<file path="config.mk">
export PLATFORM = sky130hd
export DESIGN_NAME = dispatch_scheduler
export DESIGN_NICKNAME = d
export VERILOG_FILES = /design/src/rtl/dispatch_scheduler_pkg.sv /design/src/rtl/dispatch_scheduler_prefix_limit.sv /design/src/rtl/dispatch_scheduler.sv
export SDC_FILE = /design/constraint.sdc
export NUM_CORES = 1
export LEC_CHECK = 0
export ABC_AREA = 1
export CORE_UTILIZATION = 45
export CTS_CLUSTER_SIZE = 30
export DETAILED_ROUTE_END_ITERATION = 8
export PLACE_DENSITY_LB_ADDON = 0.1
export SKIP_CTS_REPAIR_TIMING = 1
export SLEW_MARGIN = 40
export SYNTH_ARGS = -nofsm -noshare
export SYNTH_HDL_FRONTEND = slang
export SYNTH_SLANG_ARGS = --single-unit
export TNS_END_PERCENT = 50
</file>
<file path="constraint.sdc">
create_clock -name clk -period 5.55 [get_ports clk]
set_input_delay 0.8325 -clock clk [delete_from_list [all_inputs] [get_ports clk]]
set_output_delay 0.8325 -clock clk [all_outputs]
set_load 0.005 [all_outputs]
</file>
<file path="src/rtl/dispatch_scheduler_pkg.sv">
// ---------------------------------------------------------------------------
// dispatch_scheduler_pkg
// Shared constants and types for the dispatch scheduler:
//   - head-window width, counter/free-count widths, recovery length
//   - dispatch FSM state encoding (RUN/RECOVER/SERIALIZE)
//   - packed per-slot attribute record {branch, need_dst, ldst, serial}
// ---------------------------------------------------------------------------
package dispatch_scheduler_pkg;

    localparam int DISPATCH_WIDTH = 4;
    localparam int CNT_W          = 6;
    localparam int FREE_W         = 8;
    localparam int RECOVER_CYCLES = 2;

    // Width of the dispatch count (0..DISPATCH_WIDTH inclusive).
    localparam int DCNT_W = $clog2(DISPATCH_WIDTH) + 1;
    // Recovery counter width; fixed so RECOVER_CYCLES=0 still yields a legal vector.
    localparam int RCNT_W = 4;

    typedef enum logic [1:0] {
        ST_RUN       = 2'd0,
        ST_RECOVER   = 2'd1,
        ST_SERIALIZE = 2'd2
    } disp_state_e;

    typedef struct packed {
        logic branch;
        logic need_dst;
        logic ldst;
        logic serial;
    } slot_attr_t;

    // Thermometer mask with the lowest n bits set (slot 0 first).
    function automatic logic [DISPATCH_WIDTH-1:0] thermo_mask(input logic [DCNT_W-1:0] n);
        logic [DISPATCH_WIDTH-1:0] m;
        m = '0;
        for (int k = 0; k < DISPATCH_WIDTH; k++) begin
            m[k] = (DCNT_W'(k) < n);
        end
        return m;
    endfunction

endpackage

</file>
<file path="src/rtl/dispatch_scheduler_prefix_limit.sv">
// ---------------------------------------------------------------------------
// dispatch_prefix_limit
// Purely combinational. For every prefix length k of the head window it
// accumulates popcounts of need_dst / ldst / branch and checks them, plus k
// itself, against the free-resource counts and the buffer occupancy. Returns
// the largest fitting k. A serializing slot 0 is dispatched alone and only
// when the active list is empty.
// Ports:
//   inst_count_i   valid buffer entries
//   slots_i        packed attributes of head slots 0..DISPATCH_WIDTH-1
//   free_*_i       free physical regs / IQ / AL / LSQ / checkpoints
//   al_empty_i     active list empty
//   limit_o        candidate dispatch count n
// ---------------------------------------------------------------------------
module dispatch_prefix_limit
    import dispatch_scheduler_pkg::*;
(
    input  logic [CNT_W-1:0]                      inst_count_i,
    input  slot_attr_t [DISPATCH_WIDTH-1:0]       slots_i,
    input  logic [FREE_W-1:0]                     free_phy_i,
    input  logic [FREE_W-1:0]                     free_iq_i,
    input  logic [FREE_W-1:0]                     free_al_i,
    input  logic [FREE_W-1:0]                     free_lsq_i,
    input  logic [FREE_W-1:0]                     free_ckpt_i,
    input  logic                                  al_empty_i,
    output logic [DCNT_W-1:0]                     limit_o
);

    logic [FREE_W-1:0] pop_dst;
    logic [FREE_W-1:0] pop_ldst;
    logic [FREE_W-1:0] pop_br;
    logic              prefix_ok;
    logic [DCNT_W-1:0] limit_raw;

    // Walk prefixes; every constraint is monotone in k, so the first failure ends the run.
    always_comb begin
        pop_dst   = '0;
        pop_ldst  = '0;
        pop_br    = '0;
        prefix_ok = 1'b1;
        limit_raw = '0;
        for (int k = 1; k <= DISPATCH_WIDTH; k++) begin
            pop_dst  = pop_dst  + FREE_W'(slots_i[k-1].need_dst);
            pop_ldst = pop_ldst + FREE_W'(slots_i[k-1].ldst);
            pop_br   = pop_br   + FREE_W'(slots_i[k-1].branch);
            if ((CNT_W'(k) > inst_count_i)  ||
                (pop_dst  > free_phy_i)     ||
                (FREE_W'(k) > free_iq_i)    ||
                (FREE_W'(k) > free_al_i)    ||
                (pop_ldst > free_lsq_i)     ||
                (pop_br   > free_ckpt_i)    ||
                ((k > 1) && slots_i[k-1].serial)) begin
                prefix_ok = 1'b0;
            end else begin
                prefix_ok = prefix_ok;
            end
            if (prefix_ok) begin
                limit_raw = DCNT_W'(k);
            end else begin
                limit_raw = limit_raw;
            end
        end
    end

    // Serializing head goes alone, and only into an empty active list.
    always_comb begin
        if (slots_i[0].serial) begin
            if ((limit_raw != '0) && al_empty_i) begin
                limit_o = DCNT_W'(1);
            end else begin
                limit_o = '0;
            end
        end else begin
            limit_o = limit_raw;
        end
    end

endmodule

</file>
<file path="src/rtl/dispatch_scheduler.sv">
// ---------------------------------------------------------------------------
// dispatch_scheduler
// Decides each cycle how many instructions leave the instruction-buffer head.
// Outputs are combinational from current inputs and registered state; the
// FSM (RUN/RECOVER/SERIALIZE), recovery counter and saturating stall counter
// update on the rising clock edge.
// Ports:
//   clk, reset (async, active-low)
//   flush_i, instCount_i, inst{Branch,NeedDst,LdSt,Serial}_i
//   free{PhyReg,Iq,Al,Lsq,Ckpt}_i, renameReady_i, alEmpty_i, serialCommit_i
//   dispatchCount_o, dispatchValid_o, dispatchStall_o, state_o, stallCycles_o
// ---------------------------------------------------------------------------
module dispatch_scheduler
    import dispatch_scheduler_pkg::*;
(
    input  logic                        clk,
    input  logic                        reset,
    input  logic                        flush_i,
    input  logic [CNT_W-1:0]            instCount_i,
    input  logic [DISPATCH_WIDTH-1:0]   instBranch_i,
    input  logic [DISPATCH_WIDTH-1:0]   instNeedDst_i,
    input  logic [DISPATCH_WIDTH-1:0]   instLdSt_i,
    input  logic [DISPATCH_WIDTH-1:0]   instSerial_i,
    input  logic [FREE_W-1:0]           freePhyReg_i,
    input  logic [FREE_W-1:0]           freeIq_i,
    input  logic [FREE_W-1:0]           freeAl_i,
    input  logic [FREE_W-1:0]           freeLsq_i,
    input  logic [FREE_W-1:0]           freeCkpt_i,
    input  logic                        renameReady_i,
    input  logic                        alEmpty_i,
    input  logic                        serialCommit_i,
    output logic [DCNT_W-1:0]           dispatchCount_o,
    output logic [DISPATCH_WIDTH-1:0]   dispatchValid_o,
    output logic                        dispatchStall_o,
    output logic [1:0]                  state_o,
    output logic [31:0]                 stallCycles_o
);

    slot_attr_t [DISPATCH_WIDTH-1:0] slots;
    logic [DCNT_W-1:0]               limit;
    logic [DCNT_W-1:0]               disp_cnt;
    logic                            disp_stall;

    disp_state_e       state_q, state_d;
    logic [RCNT_W-1:0] rcnt_q, rcnt_d;
    logic [31:0]       stall_cnt_q, stall_cnt_d;

    // Pack the per-slot attribute vectors into slot records.
    always_comb begin
        for (int k = 0; k < DISPATCH_WIDTH; k++) begin
            slots[k].branch   = instBranch_i[k];
            slots[k].need_dst = instNeedDst_i[k];
            slots[k].ldst     = instLdSt_i[k];
            slots[k].serial   = instSerial_i[k];
        end
    end

    dispatch_prefix_limit u_prefix_limit (
        .inst_count_i (instCount_i),
        .slots_i      (slots),
        .free_phy_i   (freePhyReg_i),
        .free_iq_i    (freeIq_i),
        .free_al_i    (freeAl_i),
        .free_lsq_i   (freeLsq_i),
        .free_ckpt_i  (freeCkpt_i),
        .al_empty_i   (alEmpty_i),
        .limit_o      (limit)
    );

    // Dispatch only in RUN with rename ready, no flush and reset released.
    always_comb begin
        if (reset && (state_q == ST_RUN) && renameReady_i && !flush_i) begin
            disp_cnt = limit;
        end else begin
            disp_cnt = '0;
        end
        disp_stall = reset && (instCount_i != '0) && (disp_cnt == '0);
    end

    assign dispatchCount_o = disp_cnt;
    assign dispatchValid_o = thermo_mask(disp_cnt);
    assign dispatchStall_o = disp_stall;
    assign state_o         = state_q;
    assign stallCycles_o   = stall_cnt_q;

    // Next-state, recovery counter and stall counter; flush wins in every state.
    always_comb begin
        state_d = state_q;
        rcnt_d  = rcnt_q;
        case (state_q)
            ST_RUN: begin
                if (flush_i) begin
                    state_d = ST_RECOVER;
                    rcnt_d  = RCNT_W'(RECOVER_CYCLES);
                end else if ((disp_cnt != '0) && instSerial_i[0]) begin
                    state_d = ST_SERIALIZE;
                end else begin
                    state_d = ST_RUN;
                end
            end
            ST_RECOVER: begin
                // Decrement-then-test: RECOVER_CYCLES of 0 or 1 both give one cycle.
                if (flush_i) begin
                    rcnt_d = RCNT_W'(RECOVER_CYCLES);
                end else if (rcnt_q <= RCNT_W'(1)) begin
                    state_d = ST_RUN;
                    rcnt_d  = '0;
                end else begin
                    rcnt_d = rcnt_q - RCNT_W'(1);
                end
            end
            ST_SERIALIZE: begin
                if (flush_i) begin
                    state_d = ST_RECOVER;
                    rcnt_d  = RCNT_W'(RECOVER_CYCLES);
                end else if (serialCommit_i) begin
                    state_d = ST_RUN;
                end else begin
                    state_d = ST_SERIALIZE;
                end
            end
            default: begin
                state_d = ST_RUN;
                rcnt_d  = '0;
            end
        endcase

        if ((state_q == ST_RUN) && disp_stall && !flush_i && (stall_cnt_q != 32'hFFFF_FFFF)) begin
            stall_cnt_d = stall_cnt_q + 32'd1;
        end else begin
            stall_cnt_d = stall_cnt_q;
        end
    end

    // State registers with asynchronous active-low reset.
    always_ff @(posedge clk or negedge reset) begin
        if (!reset) begin
            state_q     <= ST_RUN;
            rcnt_q      <= '0;
            stall_cnt_q <= 32'd0;
        end else begin
            state_q     <= state_d;
            rcnt_q      <= rcnt_d;
            stall_cnt_q <= stall_cnt_d;
        end
    end

endmodule

</file>
### After elaboration in Yosys (flattened, before gate mapping)

Cells that the tools add are included.

| cells by class | value |
|---|---|
| shift-type cells | 0 |
| mux-type cells | 22 |
| reduce and logical (&&, ||, !) cells | 41 |
| $add $sub $neg | 11 |
| multiply operators | 0 |
| divide/modulo/power cells | 0 |
| magnitude comparators | 29 |
| equality and inequality tests | 6 |
| bitwise operators | 0 |

Operators with widths:

| cell | number |
|---|---|
| $gt A8 B8 Y1 | 9 |
| $add A8 B1 Y8 | 6 |
| $add A32 B1 Y32 const B | 1 |
| $gt A2 B8 Y1 const A | 4 |
| $ne A32 B32 Y1 const B | 1 |
| $gt A1 B8 Y1 | 3 |
| $logic_or A1 B1 Y1 | 23 |
| $gt A1 B8 Y1 const A | 2 |
| $gt A3 B8 Y1 const A | 2 |
| $mux W3 | 5 |
| $gt A2 B6 Y1 const A | 2 |
| $mux W2 | 6 |
| $mux W4 | 3 |
| $logic_and A1 B1 Y1 | 10 |
| $pmux W4 S2 | 1 |
| $add A1 B1 Y2 | 3 |
| $gt A1 B6 Y1 const A | 1 |
| $gt A3 B6 Y1 const A | 1 |
| $lt A1 B3 Y1 const A | 2 |
| $lt A2 B3 Y1 const A | 2 |
| $mux W1 | 6 |
| $pmux W2 S3 | 1 |
| $reduce_bool A3 Y1 | 2 |
| $reduce_bool A6 Y1 | 1 |
| other kinds (11) | 12 |

| word-level totals | value |
|---|---|
| RAM bits | 0 |
| output and inout bits | 42 |
| bits of input ports | 68 |
| latch bits | 0 |
| bits in read-only memories | 0 |
| logic and storage cells | 112 |
| register bits | 38 |
| memories | 0 |

### Logic depth before layout (Yosys ltp)

| logic depth | value |
|---|---|
| word-level depth | 22 |
| gate-level depth with buffers | 22 |
| mapped depth without buffers | 21 |

### Modules after synthesis

Synthesis repeated with hierarchy kept, for this count alone.

| unflattened totals | value |
|---|---|
| cells, all modules | 634 |
| area, all modules | 4095.2 sq um |

Modules (own cells, without submodules):

| module | cells an instance | area each (sq um) | seq. area each (sq um) | times used |
|---|---|---|---|---|
| dispatch_scheduler | 401 | 2630.0 | 950.9 | 1 |
| dispatch_prefix_limit | 233 | 1465.2 | 0.0 | 1 |

### Worst setup path after synthesis

Ideal clock, no wire load.

| path | value |
|---|---|
| path kind | input -> output |
| start point | input port instBranch_i[0] |
| end point | output port dispatchStall_o |
| path buffers | 0 |
| slack | 1.447 ns |
| cell stages on the path | 19 |
| required time | 4.718 ns |
| arrival | 3.270 ns |
| cells stage by stage | fa_1 > ha_1 > fa_1 > ha_1 > nand2_1 > nand2_1 > nand2_1 > nand2_1 > nand2_1 > inv_1 > nor2_1 > nand2_1 > nand3_1 > nand2_1 > nand2_1 > nand2_2 > a21oi_4 > inv_1 > nor2_1 |

| on the way | value |
|---|---|
| word-level cells in the longest chain between the ends | 15 |
| elaborated cells between the ends (all ways) | 29 |
| those cells by class | add/sub (3); order compare (4); mux (11); reduce/logical (11) |

RTL lines:

| item | RTL line | RTL |
|---|---|---|
| start: declaration | dispatch_scheduler.sv:20 | `input logic [DISPATCH_WIDTH-1:0] instBranch_i,` |
| $add A1 B1 Y2 | dispatch_scheduler_prefix_limit.sv:45 | `pop_br = pop_br + FREE_W'(slots_i[k-1].branch);` |
| $add A8 B1 Y8 / $gt A8 B8 Y1 (equally long branches) | dispatch_scheduler_prefix_limit.sv:45, dispatch_scheduler_prefix_limit.sv:51 |  |
| $add A8 B1 Y8 (tied with other cells) | dispatch_scheduler_prefix_limit.sv:45 |  |
| $gt A8 B8 Y1 (tied with other cells) | dispatch_scheduler_prefix_limit.sv:51 | `(pop_br > free_ckpt_i) \|\|` |
| $logic_or A1 B1 Y1 (tied with other cells) | dispatch_scheduler_prefix_limit.sv:50 | `(pop_ldst > free_lsq_i) \|\|` |
| $logic_or A1 B1 Y1 (tied with other cells) | dispatch_scheduler_prefix_limit.sv:51 |  |
| $mux W1 / $mux W3 (equally long branches) | dispatch_scheduler_prefix_limit.sv:46, dispatch_scheduler_prefix_limit.sv:57 |  |
| $mux W3 * | dispatch_scheduler_prefix_limit.sv:57 | `if (prefix_ok) begin` |
| $reduce_bool A3 Y1 | dispatch_scheduler_prefix_limit.sv:68 | `if ((limit_raw != '0) && al_empty_i) begin` |
| $logic_and A1 B1 Y1 | dispatch_scheduler_prefix_limit.sv:68 |  |
| $mux W1 | dispatch_scheduler_prefix_limit.sv:68 |  |
| $mux W3 * | dispatch_scheduler_prefix_limit.sv:67 | `if (slots_i[0].serial) begin` |
| $mux W3 * | dispatch_scheduler.sv:72 | `if (reset && (state_q == ST_RUN) && renameReady_i && !flush_i) begin` |
| $logic_not A3 Y1 * | dispatch_scheduler.sv:77 | `disp_stall = reset && (instCount_i != '0) && (disp_cnt == '0);` |
| $logic_and A1 B1 Y1 * | dispatch_scheduler.sv:77 |  |
| end: declaration | dispatch_scheduler.sv:34 | `output logic dispatchStall_o,` |

Mark *: on every way between the ends. The rest lies on a longest branch, timed or not.

### Final worst setup path

Ends and elaborated chain as after synthesis.

==> results.md <==
- Run status: finished clean
- Initial Utilization: between 40% and 50%
- Cells after synthesis: 586
- Via/cell ratio: between 5 and 6
- Post-Syn Area: 3980 µm²
- Total gr overflow: 0
- Most frequent cells in the layout: nand2_1 (186), clkdlybuf4s50_1 (108), nor2_1 (71)
- Worst Skew: about 0.0037 ns
- Vias in the first global route: 4,037
- Die width: ~96 µm
- H-tree lvl count: 2
- Clk_lat worst skew: 0.29 ns
- # diodes: 0
- CTS tree: yes
- Nets: 807
- CP max stage delay: between 0.5 and 0.6 ns
- Post-route minimum period: 5.33 ns
- Register area share after synthesis: a little under a quarter
- Synthesized net count: 704
- Slowest-stage cell, CP: clkdlybuf4s50_1
- Worst EP required: about 4.7 ns
- DRT Wirelength: 10,900 µm
- Post-route ant nets: 0
- Crit start category: input port
- Crit path top cell by count: nand2_1
- Least-Margin Pin Slew: 0.610 ns
- Worst hold path type: flop to flop
- Largest fanout on the critical path: 3
- Worst slew margin: between 50% and 60%
- Largest area contributor in the netlist: dfrtp_1
- IO Pins: 110
- Final Wtd Congestion: about 0.86
- Critical Path, Cell by Cell: clkdlybuf4s50_1 > fa_1 > ha_1 > fa_1 > ha_1 > nand2_1 > nand2_1 > nand2_1 > nand2_1 > nand2_1 > inv_1 > nor2_1 > nand2_1 > nand3_1 > nand2_1 > nand2_1 > nand2_2 > a21oi_4 > inv_1 > nor2_1 > clkdlybuf4s50_1
- Global Route Usage Sum: 25.2%
- YS warnings: 0
- First-pass GRT wire length: 18,200 µm
- Hpwl dp: 8960 µm
- Synthesized area per cell: 6.78 µm²
- Critical Path Sink Type: output port
- VDD IR max: 93.1 µV
- Buf/Inv on CP: 4
- PD cells: 171 nW/µm²
- Largest net degree at the start of global routing: 40
- Commonest non-fill, non-tap cell in the layout: nand2_1
- Yosys cell types: 34
- Storage cell area: around 950 µm²
- Setup TNS: 0 ns
- Layout area overhead: 30.8%
- Core area: 8380 µm²
- Top-area cell type share of the netlist area: 23.9%
- Cell area after layout: 5200 µm²
- Num CTS Buffers: 5
- WP data arrival: around 4.5 ns
- Layout cells sized above 1: 4.36%
- RSZ-0062 raised after global routing: no
- TritonRoute pass-1 iters: 4
- Initial antenna violation count: 0
- Achievable Freq: between 0.15 and 0.2 GHz
- Clock sinks: 38
- CTS root buf: clkbuf_8
- DR vias: 4,125
- Synth area leaders: dfrtp_1 (24%), nand2_1 (18%), ha_1 (14%), nor2_1 (6.7%), inv_1 (6.3%)
- CP Class: input port to output port
- Fin. Hold Viols: 0
- Max Buffers Root-to-Sink: 2
- PortBufs: 109
- Synthesis-stage register bit count: 38
- Area of the multi-input gates: between 2000 and 3000 µm²
- Leakage: 2.58 nW
- Filler Cell Count: 803
- Die ar.: 9210 µm²
- Final cycle utilization of the critical path: 96.0%
- # DRC: 0
- Die H: 96.0 µm
- Avg WL per Cell: 13.8 µm
- Final Max Tran Viols: 0
- CP top delay family: adder cells
- Cell row count: 33
- Max Cap Viol: 0
- Placed Area: a little over 5000 µm²
- DR iter-0 viols: 172
- Setup violators final: 0
- Reg clk slew, reported paths: 0.07 ns
- Core Util, Final: roughly 62%
## synthesized netlist by cell type
master	number
a21oi_1	11
a21oi_4	1
a31oi_1	1
and3_1	2
buf_2	4
buf_4	4
buf_6	2
clkbuf_1	5
dfrtp_1	38
fa_1	5
ha_1	45
inv_1	67
inv_2	7
nand2_1	186
nand2_2	1
nand3_1	16
nand3_2	1
nand3b_1	2
nand4_1	39
nand4_4	1
nor2_1	71
nor2_2	3
nor3_1	19
nor3_2	4
nor4_1	7
o2111ai_1	1
o21ai_0	6
o21ai_1	1
o21ai_2	1
o21bai_1	1
o22ai_1	1
o41ai_2	1
xnor2_1	8
xor2_1	24
## cell families (layout without fill, tap and decap cells)
logic type	after synthesis	in the layout	synth area share, %
XOR/XNOR	32	32	7.05
buffers and inverters	89	191	9.29
AND/OR/NAND/NOR	352	352	39.0
AO/OA/AOI/OAI	25	25	4.03
flip-flops	38	38	23.9
adder cells (fa/ha/maj)	50	50	16.7
## state kept, by name, summed over array words and instances, names as in the netlist
register / flops
state_o: 2
rcnt_q: 4
stallCycles_o: 32
## per-stage QoR
| stage | worst slack [ns] | hold slack (ns) | power, W | instances |
|---|---|---|---|---|
| after CTS | 0.248 | 0.559 | 0.000895 | 793 |
| after detailed placement | 0.266 | 0.542 | 0.000704 | 787 |
| after floorplan | 1.45 | 0.512 | 0.000558 | 586 |
| after global routing | 0.00619 | 0.566 | 0.000958 | 793 |
| final | 0.221 | 0.562 | 0.000889 | 793 |
| after global placement | 0.333 | 0.526 | 0.000689 | 787 |
## worst reg2reg max path, stage by stage, from the launching register on
cell     delay [ns]
dfrtp_1        0.42
ha_1           0.25
nand3_1        0.21
inv_1          0.06
nand2_1        0.21
o41ai_2        0.12
inv_2          0.44
nand4_4        0.54
nand2_1        0.21
nand2_1        0.07
## worst paths after layout
check,slack [ns],cells past startpoint,end,from
worst max-delay path,0.22,21,dispatchStall_o,instBranch_i[0]
worst min-delay path,0.56,2,stallCycles_o[1]$_DFFE_PN0P_,stallCycles_o[1]$_DFFE_PN0P_
worst max register to register,2.90,9,stallCycles_o[0]$_DFFE_PN0P_,stallCycles_o[0]$_DFFE_PN0P_
worst min register to register,0.56,2,stallCycles_o[1]$_DFFE_PN0P_,stallCycles_o[1]$_DFFE_PN0P_
max in group asynchronous,4.55,2,stallCycles_o[14]$_DFFE_PN0P_,reset
min in group asynchronous,0.66,2,rcnt_q[1]$_DFFE_PN0P_,reset
## power breakdown
| group | leakage (nW) | internal [W] | switching, W |
|---|---|---|---|
| clock network | 0.0431 | 0.0000959 | 0.0000952 |
| logic | 2.01 | 0.000164 | 0.000195 |
| registers | 0.520 | 0.000304 | 0.0000338 |
## final cells by class
| class | instances | share of cell area [%] |
|---|---|---|
| clock buffers | 6 | 1.59 |
| well taps | 105 | 2.53 |
| repair buffers | 111 | 21.2 |
| inverters | 74 | 5.34 |
| flip-flops and latches | 38 | 18.3 |
| multi-input cells | 459 | 51.1 |
## layer usage
layer | track usage, % | share of wire (%) | up-vias
met2 | 46.2 | 51 | 107
met3 | 3.71 | 3.8 | 14
met1 | 30.8 | 44 | 1907
met5 | 0 | 0 | -
met4 | 5.97 | 1.5 | 0
li1 | - | - | 2097
(Power assumes the default switching activity.)
